===== config.mk =====
export PLATFORM = sky130hd
export DESIGN_NAME = inst_fetch_req_flat
export DESIGN_NICKNAME = d
export VERILOG_FILES = /design/src/rtl/inst_fetch_req_if.sv /design/src/rtl/inst_fetch_req.sv /design/src/flat_wrapper.sv
export SDC_FILE = /design/constraint.sdc
export NUM_CORES = 1
export LEC_CHECK = 0
export ABC_AREA = 1
export CAP_MARGIN = 20
export CORE_ASPECT_RATIO = 0.7
export CORE_UTILIZATION = 50
export CTS_CLUSTER_DIAMETER = 30
export DETAILED_ROUTE_END_ITERATION = 10
export PLACE_DENSITY = 0.88
export RECOVER_POWER = 100
export SYNTH_ARGS = -nofsm -noshare
export SYNTH_HDL_FRONTEND = slang
export SYNTH_SLANG_ARGS = --single-unit

===== constraint.sdc =====
create_clock -name clk -period 5.5 [get_ports clk]
set_input_delay 1.65 -clock clk [delete_from_list [all_inputs] [get_ports clk]]
set_output_delay 1.65 -clock clk [all_outputs]
set_load 0.02 [all_outputs]

===== src/rtl/inst_fetch_req_if.sv =====
// Instruction fetch request bus bundle.
// Groups the redirect input, the instruction-memory request/response channel and the
// fetch-unit delivery channel used by inst_fetch_req.
//   master : the fetch request engine (drives mem_req_o/mem_addr_o and ifu_* outputs)
//   slave  : the environment (memory + fetch unit + redirect source)
interface inst_fetch_req_if;
    logic        jumpFlag_i;
    logic [31:0] jumpAddr_i;
    logic        ifu_ready_i;
    logic        mem_req_o;
    logic [31:0] mem_addr_o;
    logic        mem_gnt_i;
    logic        mem_rvalid_i;
    logic [31:0] mem_rdata_i;
    logic        ifu_valid_o;
    logic [31:0] ifu_inst_o;
    logic [31:0] ifu_instAddr_o;

    modport master (
        input  jumpFlag_i, jumpAddr_i, ifu_ready_i, mem_gnt_i, mem_rvalid_i, mem_rdata_i,
        output mem_req_o, mem_addr_o, ifu_valid_o, ifu_inst_o, ifu_instAddr_o
    );

    modport slave (
        output jumpFlag_i, jumpAddr_i, ifu_ready_i, mem_gnt_i, mem_rvalid_i, mem_rdata_i,
        input  mem_req_o, mem_addr_o, ifu_valid_o, ifu_inst_o, ifu_instAddr_o
    );
endinterface


===== src/rtl/inst_fetch_req.sv =====
// Instruction fetch request engine.
// Issues sequential instruction-memory reads starting at RESET_PC, keeps the addresses of
// in-flight reads, buffers in-order responses and hands {instruction, address} pairs to
// the fetch unit. A redirect (jumpFlag_i) flushes buffered data and discards every
// response still owed by the memory for requests issued before the redirect.
// Ports:
//   clk      : clock, rising edge
//   reset_n  : asynchronous active-low reset
//   bus      : inst_fetch_req_if.master (redirect, memory channel, fetch-unit channel)
// Total of in-flight reads, buffered responses and pending discards never exceeds
// MAX_CREDIT, which is what keeps both internal FIFOs from overflowing.
module inst_fetch_req #(
    parameter logic [31:0] RESET_PC   = 32'h8000_0000,
    parameter int unsigned MAX_CREDIT = 2
) (
    input  logic               clk,
    input  logic               reset_n,
    inst_fetch_req_if.master   bus
);

    localparam int unsigned CNT_W = $clog2(MAX_CREDIT + 1);
    localparam int unsigned PTR_W = (MAX_CREDIT > 1) ? $clog2(MAX_CREDIT) : 1;
    localparam int unsigned SUM_W = CNT_W + 2;
    localparam logic [SUM_W-1:0] CREDIT_LIMIT = SUM_W'(MAX_CREDIT);
    localparam logic [PTR_W-1:0] PTR_LAST     = PTR_W'(MAX_CREDIT - 1);

    localparam logic [1:0] ST_BOOT  = 2'd0;
    localparam logic [1:0] ST_FETCH = 2'd1;
    localparam logic [1:0] ST_DRAIN = 2'd2;

    logic [1:0]       state_q, state_d;
    logic [31:0]      pc_q, pc_d;

    // Outstanding-address FIFO (storage is unreset; only pointers/count matter)
    logic [31:0]      out_addr_q [MAX_CREDIT];
    logic [PTR_W-1:0] out_wr_q, out_wr_d, out_rd_q, out_rd_d;
    logic [CNT_W-1:0] out_cnt_q, out_cnt_d;

    // Response buffer
    logic [31:0]      buf_data_q [MAX_CREDIT];
    logic [31:0]      buf_addr_q [MAX_CREDIT];
    logic [PTR_W-1:0] buf_wr_q, buf_wr_d, buf_rd_q, buf_rd_d;
    logic [CNT_W-1:0] buf_cnt_q, buf_cnt_d;

    logic [CNT_W-1:0] drop_cnt_q, drop_cnt_d;

    logic             jump;
    logic [SUM_W-1:0] credit_sum;
    logic [SUM_W-1:0] drop_sum;
    logic             mem_req;
    logic             grant;
    logic             draining;
    logic             rsp_any;
    logic             rsp_keep;
    logic             rsp_drop;
    logic             ifu_pop;

    function automatic logic [PTR_W-1:0] ptr_inc(input logic [PTR_W-1:0] p);
        return (p == PTR_LAST) ? '0 : p + 1'b1;
    endfunction

    assign jump       = bus.jumpFlag_i;
    assign credit_sum = SUM_W'(out_cnt_q) + SUM_W'(buf_cnt_q) + SUM_W'(drop_cnt_q);
    assign mem_req    = (state_q != ST_BOOT) && !jump && (credit_sum < CREDIT_LIMIT);
    // The request is withdrawn during a jump, so a grant only counts while it is asserted.
    assign grant      = mem_req && bus.mem_gnt_i;
    assign draining   = (drop_cnt_q != '0);
    // Ignore a response that cannot belong to any issued request (e.g. straggler after reset).
    assign rsp_any    = bus.mem_rvalid_i && (draining || (out_cnt_q != '0));
    assign rsp_keep   = rsp_any && !jump && !draining;
    assign rsp_drop   = rsp_any && !jump && draining;
    assign ifu_pop    = (buf_cnt_q != '0) && bus.ifu_ready_i && !jump;
    assign drop_sum   = SUM_W'(drop_cnt_q) + SUM_W'(out_cnt_q) + SUM_W'(grant)
                      - SUM_W'(rsp_any);

    assign bus.mem_req_o      = mem_req;
    assign bus.mem_addr_o     = pc_q;
    assign bus.ifu_valid_o    = ifu_pop;
    assign bus.ifu_inst_o     = buf_data_q[buf_rd_q];
    assign bus.ifu_instAddr_o = buf_addr_q[buf_rd_q];

    always_comb begin
        pc_d       = pc_q;
        out_wr_d   = out_wr_q;
        out_rd_d   = out_rd_q;
        out_cnt_d  = out_cnt_q;
        buf_wr_d   = buf_wr_q;
        buf_rd_d   = buf_rd_q;
        buf_cnt_d  = buf_cnt_q;
        drop_cnt_d = drop_cnt_q;

        if (jump) begin
            pc_d       = {bus.jumpAddr_i[31:2], 2'b00};
            out_wr_d   = '0;
            out_rd_d   = '0;
            out_cnt_d  = '0;
            buf_wr_d   = '0;
            buf_rd_d   = '0;
            buf_cnt_d  = '0;
            drop_cnt_d = CNT_W'(drop_sum);
        end else begin
            if (grant) begin
                pc_d     = pc_q + 32'd4;
                out_wr_d = ptr_inc(out_wr_q);
            end
            if (rsp_keep) begin
                out_rd_d = ptr_inc(out_rd_q);
                buf_wr_d = ptr_inc(buf_wr_q);
            end
            if (ifu_pop) begin
                buf_rd_d = ptr_inc(buf_rd_q);
            end
            out_cnt_d  = out_cnt_q + CNT_W'(grant) - CNT_W'(rsp_keep);
            buf_cnt_d  = buf_cnt_q + CNT_W'(rsp_keep) - CNT_W'(ifu_pop);
            drop_cnt_d = drop_cnt_q - CNT_W'(rsp_drop);
        end
    end

    always_comb begin
        state_d = state_q;
        case (state_q)
            ST_BOOT:  state_d = ST_FETCH;
            ST_FETCH: state_d = (drop_cnt_d != '0) ? ST_DRAIN : ST_FETCH;
            ST_DRAIN: state_d = (drop_cnt_d != '0) ? ST_DRAIN : ST_FETCH;
            default:  state_d = ST_BOOT;
        endcase
    end

    always_ff @(posedge clk or negedge reset_n) begin
        if (!reset_n) begin
            state_q    <= ST_BOOT;
            pc_q       <= RESET_PC;
            out_wr_q   <= '0;
            out_rd_q   <= '0;
            out_cnt_q  <= '0;
            buf_wr_q   <= '0;
            buf_rd_q   <= '0;
            buf_cnt_q  <= '0;
            drop_cnt_q <= '0;
        end else begin
            state_q    <= state_d;
            pc_q       <= pc_d;
            out_wr_q   <= out_wr_d;
            out_rd_q   <= out_rd_d;
            out_cnt_q  <= out_cnt_d;
            buf_wr_q   <= buf_wr_d;
            buf_rd_q   <= buf_rd_d;
            buf_cnt_q  <= buf_cnt_d;
            drop_cnt_q <= drop_cnt_d;
        end
    end

    always_ff @(posedge clk) begin
        if (grant) begin
            out_addr_q[out_wr_q] <= pc_q;
        end
        if (rsp_keep) begin
            buf_data_q[buf_wr_q] <= bus.mem_rdata_i;
            buf_addr_q[buf_wr_q] <= out_addr_q[out_rd_q];
        end
    end

endmodule

===== src/flat_wrapper.sv =====
// flat-port wrapper written by rule: the top's interface ports become plain ports
module inst_fetch_req_flat 
#(
    parameter logic [31:0] RESET_PC   = 32'h8000_0000,
    parameter int unsigned MAX_CREDIT = 2
)
  (clk, reset_n, bus_jumpFlag_i, bus_jumpAddr_i, bus_ifu_ready_i, bus_mem_gnt_i, bus_mem_rvalid_i, bus_mem_rdata_i, bus_mem_req_o, bus_mem_addr_o, bus_ifu_valid_o, bus_ifu_inst_o, bus_ifu_instAddr_o);
  inst_fetch_req_if bus_i ();
  input  logic clk;
  input  logic reset_n;
  input wire logic [$bits(bus_i.jumpFlag_i)-1:0] bus_jumpFlag_i;
  input wire logic [$bits(bus_i.jumpAddr_i)-1:0] bus_jumpAddr_i;
  input wire logic [$bits(bus_i.ifu_ready_i)-1:0] bus_ifu_ready_i;
  input wire logic [$bits(bus_i.mem_gnt_i)-1:0] bus_mem_gnt_i;
  input wire logic [$bits(bus_i.mem_rvalid_i)-1:0] bus_mem_rvalid_i;
  input wire logic [$bits(bus_i.mem_rdata_i)-1:0] bus_mem_rdata_i;
  output wire logic [$bits(bus_i.mem_req_o)-1:0] bus_mem_req_o;
  output wire logic [$bits(bus_i.mem_addr_o)-1:0] bus_mem_addr_o;
  output wire logic [$bits(bus_i.ifu_valid_o)-1:0] bus_ifu_valid_o;
  output wire logic [$bits(bus_i.ifu_inst_o)-1:0] bus_ifu_inst_o;
  output wire logic [$bits(bus_i.ifu_instAddr_o)-1:0] bus_ifu_instAddr_o;
  assign bus_i.jumpFlag_i = bus_jumpFlag_i;
  assign bus_i.jumpAddr_i = bus_jumpAddr_i;
  assign bus_i.ifu_ready_i = bus_ifu_ready_i;
  assign bus_i.mem_gnt_i = bus_mem_gnt_i;
  assign bus_i.mem_rvalid_i = bus_mem_rvalid_i;
  assign bus_i.mem_rdata_i = bus_mem_rdata_i;
  assign bus_mem_req_o = bus_i.mem_req_o;
  assign bus_mem_addr_o = bus_i.mem_addr_o;
  assign bus_ifu_valid_o = bus_i.ifu_valid_o;
  assign bus_ifu_inst_o = bus_i.ifu_inst_o;
  assign bus_ifu_instAddr_o = bus_i.ifu_instAddr_o;
  inst_fetch_req #(.RESET_PC(RESET_PC), .MAX_CREDIT(MAX_CREDIT)) u_core (.clk(clk), .reset_n(reset_n), .bus(bus_i));
endmodule

==> impl_metrics.csv <==
group,metric,value,unit
setup_path,startpoint_type,"primary input",
floorplanning,core,19180,um2
global_route,grt_max_degree,63,
setup_path,cpPeakStageDelay,0.66,ns
layout,flow.area_growth_from_synthesis,29.97,%
power,peakVddDrop,0.2899,mV
synth,synth.cell_area,9912,um2
clocking,clock_path_buffers,3,
timing,hold_ws,0.5252,ns
timing,period_needed,4.985,ns
timing,setup_ws,0.5146,ns
synth,yosysTopAreaCellShare,55.74,%
setup_path,worstSetupEndpoint,"bus_mem_req_o",
setup_path,cp-startpoint,"bus_jumpFlag_i",
timing,clock.fmax,0.2006,GHz
synth,yosysSeqAreaShare,66.36,%
synth,synth_warnings,0,
clocking,cts_sinks,226,
run_status,violations,"capacitance limit, slew limit",
layout,num_antenna_cells,0,
setup_path,r2r_slack,0.75,ns
job,cap_violations,4,
clocking,post_cts_resized,0,
setup_path,cp.required,3.85,ns
floorplanning,dieArea,20400,um2
power,p_leak,5.420,nW
synth,synth-main-ff-cell,"edfxtp_1",
global_route,grt_use_total,22.14,%
timing,fin_crit_sh,90.64,%
setup_path,cp_max_fo,4,
setup_path,reg2reg_from,"u_core.out_cnt_q[0]$_DFF_PN0_",
route,drt-total-wl,22.02,mm
setup_path,crit_buf_inv,3,
clocking,hold_buffers,0,
place,place_ws,0.6555,ns
timing,clock_skew,0.02653,ns
floorplanning,num_rows,42,
timing,hold_viol,0,
floorplanning,ios,168,
synth,syn_area_per_cell,10.08,um2
timing,rsz0062_at_grt,"no",
layout,drive_gt1_share,7.608,%
synth,ys_ff_latch,226,
layout,postLayoutCoreUtil,67.16,%
clocking,cts_root_buffer,"clkbuf_16",
setup_path,crit_path_end_kind,"output port",
synth,netlist_top_cells_area,"edfxtp_1, nand2_1, dfrtp_1",
synth,syn-instance-count,983,
setup_path,crit_arrival,3.34,ns
clocking,cts_made_buffers,34,
setup_path,rr_endpoint,"u_core.out_addr_q[1][5]$_DFFE_PP_",
synth,synth-edff-count,184,
route,drc,0,
timing,report.final.slew_viol_count,174,
place,dp_cells,1385,
timing,setup-violations-final,0,
timing,relSlewSlack,-56.07,%
route,drtAntennaViolNets,0,
floorplanning,die_x,170.3,um
route,vias,7270,
synth,ys_types,30,
timing,tightest_slew,2.341,ns
route,drtIter0Drc,510,
layout,fin_nets,1242,
place,routabilityCongestion,0.8961,
clocking,clkTransAtPathRegs,0.06,ns
clocking,post_cts_buffers,0,
run_status,status,"finished, violations left",
setup_path,cpMaxStageDelayCell,"dlygate4sd3_1",
synth,synth_most_common_cell,"nand2_1",
clocking,insertion_delay,0.51,ns
synth,ys_top_cells_by_count,"nand2_1, edfxtp_1, nand3_1",
floorplanning,die_h,119.8,um
global_route,grt-ovfl-total,0,
clocking,cts_tree,"yes",
layout,fin_cells,1447,
setup_path,reg2regPathDepth,9,
global_route,grt_pass1_vias,6995,
power,total_power,5.866,mW
setup_path,critical_path_class,"in -> out",
timing,finalSetupTns,0,ns
setup_path,crit_family,"buffers and inverters",
route,firstDrtPassIters,5,
worst_hold_path,hp-start,"u_core.out_addr_q[1][15]$_DFFE_PP_",
setup_path,crit_chain,"dlygate4sd3_1 > nor2_1 > nand2_1 > nor2_1 > nand2_1 > inv_1 > dlygate4sd3_1",
floorplanning,initial_core_util,51.68,%
layout,fillers,1368,
worst_hold_path,hp-class,"reg -> reg",
route,wire_per_inst,15.21,um
layout,final_cell_area,12880,um2
worst_hold_path,holdPathStages,2,
clocking,cts_htree_levels,2,
place,placed_area,11820,um2
synth,synth_top_area_cell,"edfxtp_1",
synth,ys_async_sr_fraction,18.58,%
power,p_per_area,455.4,nW/um2
setup_path,cp.depth,7,
place,portBuffers,161,
place,post-dp-hpwl,14.51,mm
global_route,grt_pass1_wl,34.67,mm
global_route,antenna_found_initial,0,
route,avgViaCountPerCell,5.024,
how the worst min path moves through the flow:
stage                                          to  slack [ns]
2_1_floorplan  u_core.buf_addr_q[0][10]$_DFFE_PP_        0.50
3_3_place_gp   u_core.buf_addr_q[1][29]$_DFFE_PP_        0.51
3_5_place_dp    u_core.buf_addr_q[0][8]$_DFFE_PP_        0.52
4_1_cts        u_core.buf_addr_q[0][15]$_DFFE_PP_        0.52
5_1_grt        u_core.buf_addr_q[1][18]$_DFFE_PP_        0.56
6_report       u_core.buf_addr_q[0][15]$_DFFE_PP_        0.53
report_power, final:
part           total [mW]  switching [mW]  internal (mW)
Combinational        1.45           0.908          0.544
Clock                2.02           0.772           1.24
Sequential           2.40           0.231           2.17
sequential cells by signal, summed over array words and instances, names as in the netlist:
register / flops
u_core.drop_cnt_q: 2
u_core.out_addr_q: 60
u_core.bus.mem_addr_o: 30
u_core.out_cnt_q: 2
u_core.buf_cnt_q: 2
u_core.buf_rd_q: 1
u_core.out_rd_q: 1
u_core.buf_addr_q: 60
u_core.state_q: 2
u_core.buf_wr_q: 1
u_core.out_wr_q: 1
u_core.buf_data_q: 64
logic make-up (layout without fill, tap and decap cells):
| group | Yosys count | count (layout) | share of synthesized area [%] |
|---|---|---|---|
| compound gates | 14 | 14 | 0.8331 |
| flops | 226 | 226 | 66.36 |
| fa+ha+maj | 14 | 14 | 1.994 |
| other cells | 1 | 4 | 0.03783 |
| simple gates | 609 | 609 | 25.02 |
| buf+inv | 103 | 300 | 4.342 |
| xor+xnor | 16 | 16 | 1.414 |
metal layers:
metal | up-vias | GRT usage [%] | part of all wire (%)
li1 | 3536 | - | -
met1 | 3362 | 28.34 | 41
met2 | 319 | 36.50 | 47
met3 | 53 | 5.541 | 9.4
met4 | 0 | 8.333 | 2.8
met5 | - | 0 | 0
area by class of cell:
cell class,count,area (um2),area share [%]
clock buffers,38,897.1,6.964
inverters,68,255.2,1.981
flip-flops and latches,226,6579,51.07
repair buffers,171,1719,13.34
well taps,264,330.3,2.564
clock inverters,23,193.9,1.505
multi-input cells,657,2908,22.57
placed cells by master (no fill, tap or decap), drive strengths merged, types with 7 or more instances in the layout:
cell type,n
nand2,477
edfxtp,184
dlygate4sd3,126
inv,74
nand3,66
nor2,61
clkbuf,45
dfrtp,41
clkdlybuf4s50,34
xnor2,11
ha,11
clkinv,11
o21ai,7
worst reg2reg max path: stages, from the launching register on:
cell	delay [ns]
dfrtp_1	0.43
ha_1	0.21
fa_1	0.52
inv_1	0.07
fa_1	0.51
nand2_1	0.06
nor2_1	0.12
nand3_1	0.75
nor2_1	1.10
clkbuf_2	0.60
(Power assumes the default switching activity.)
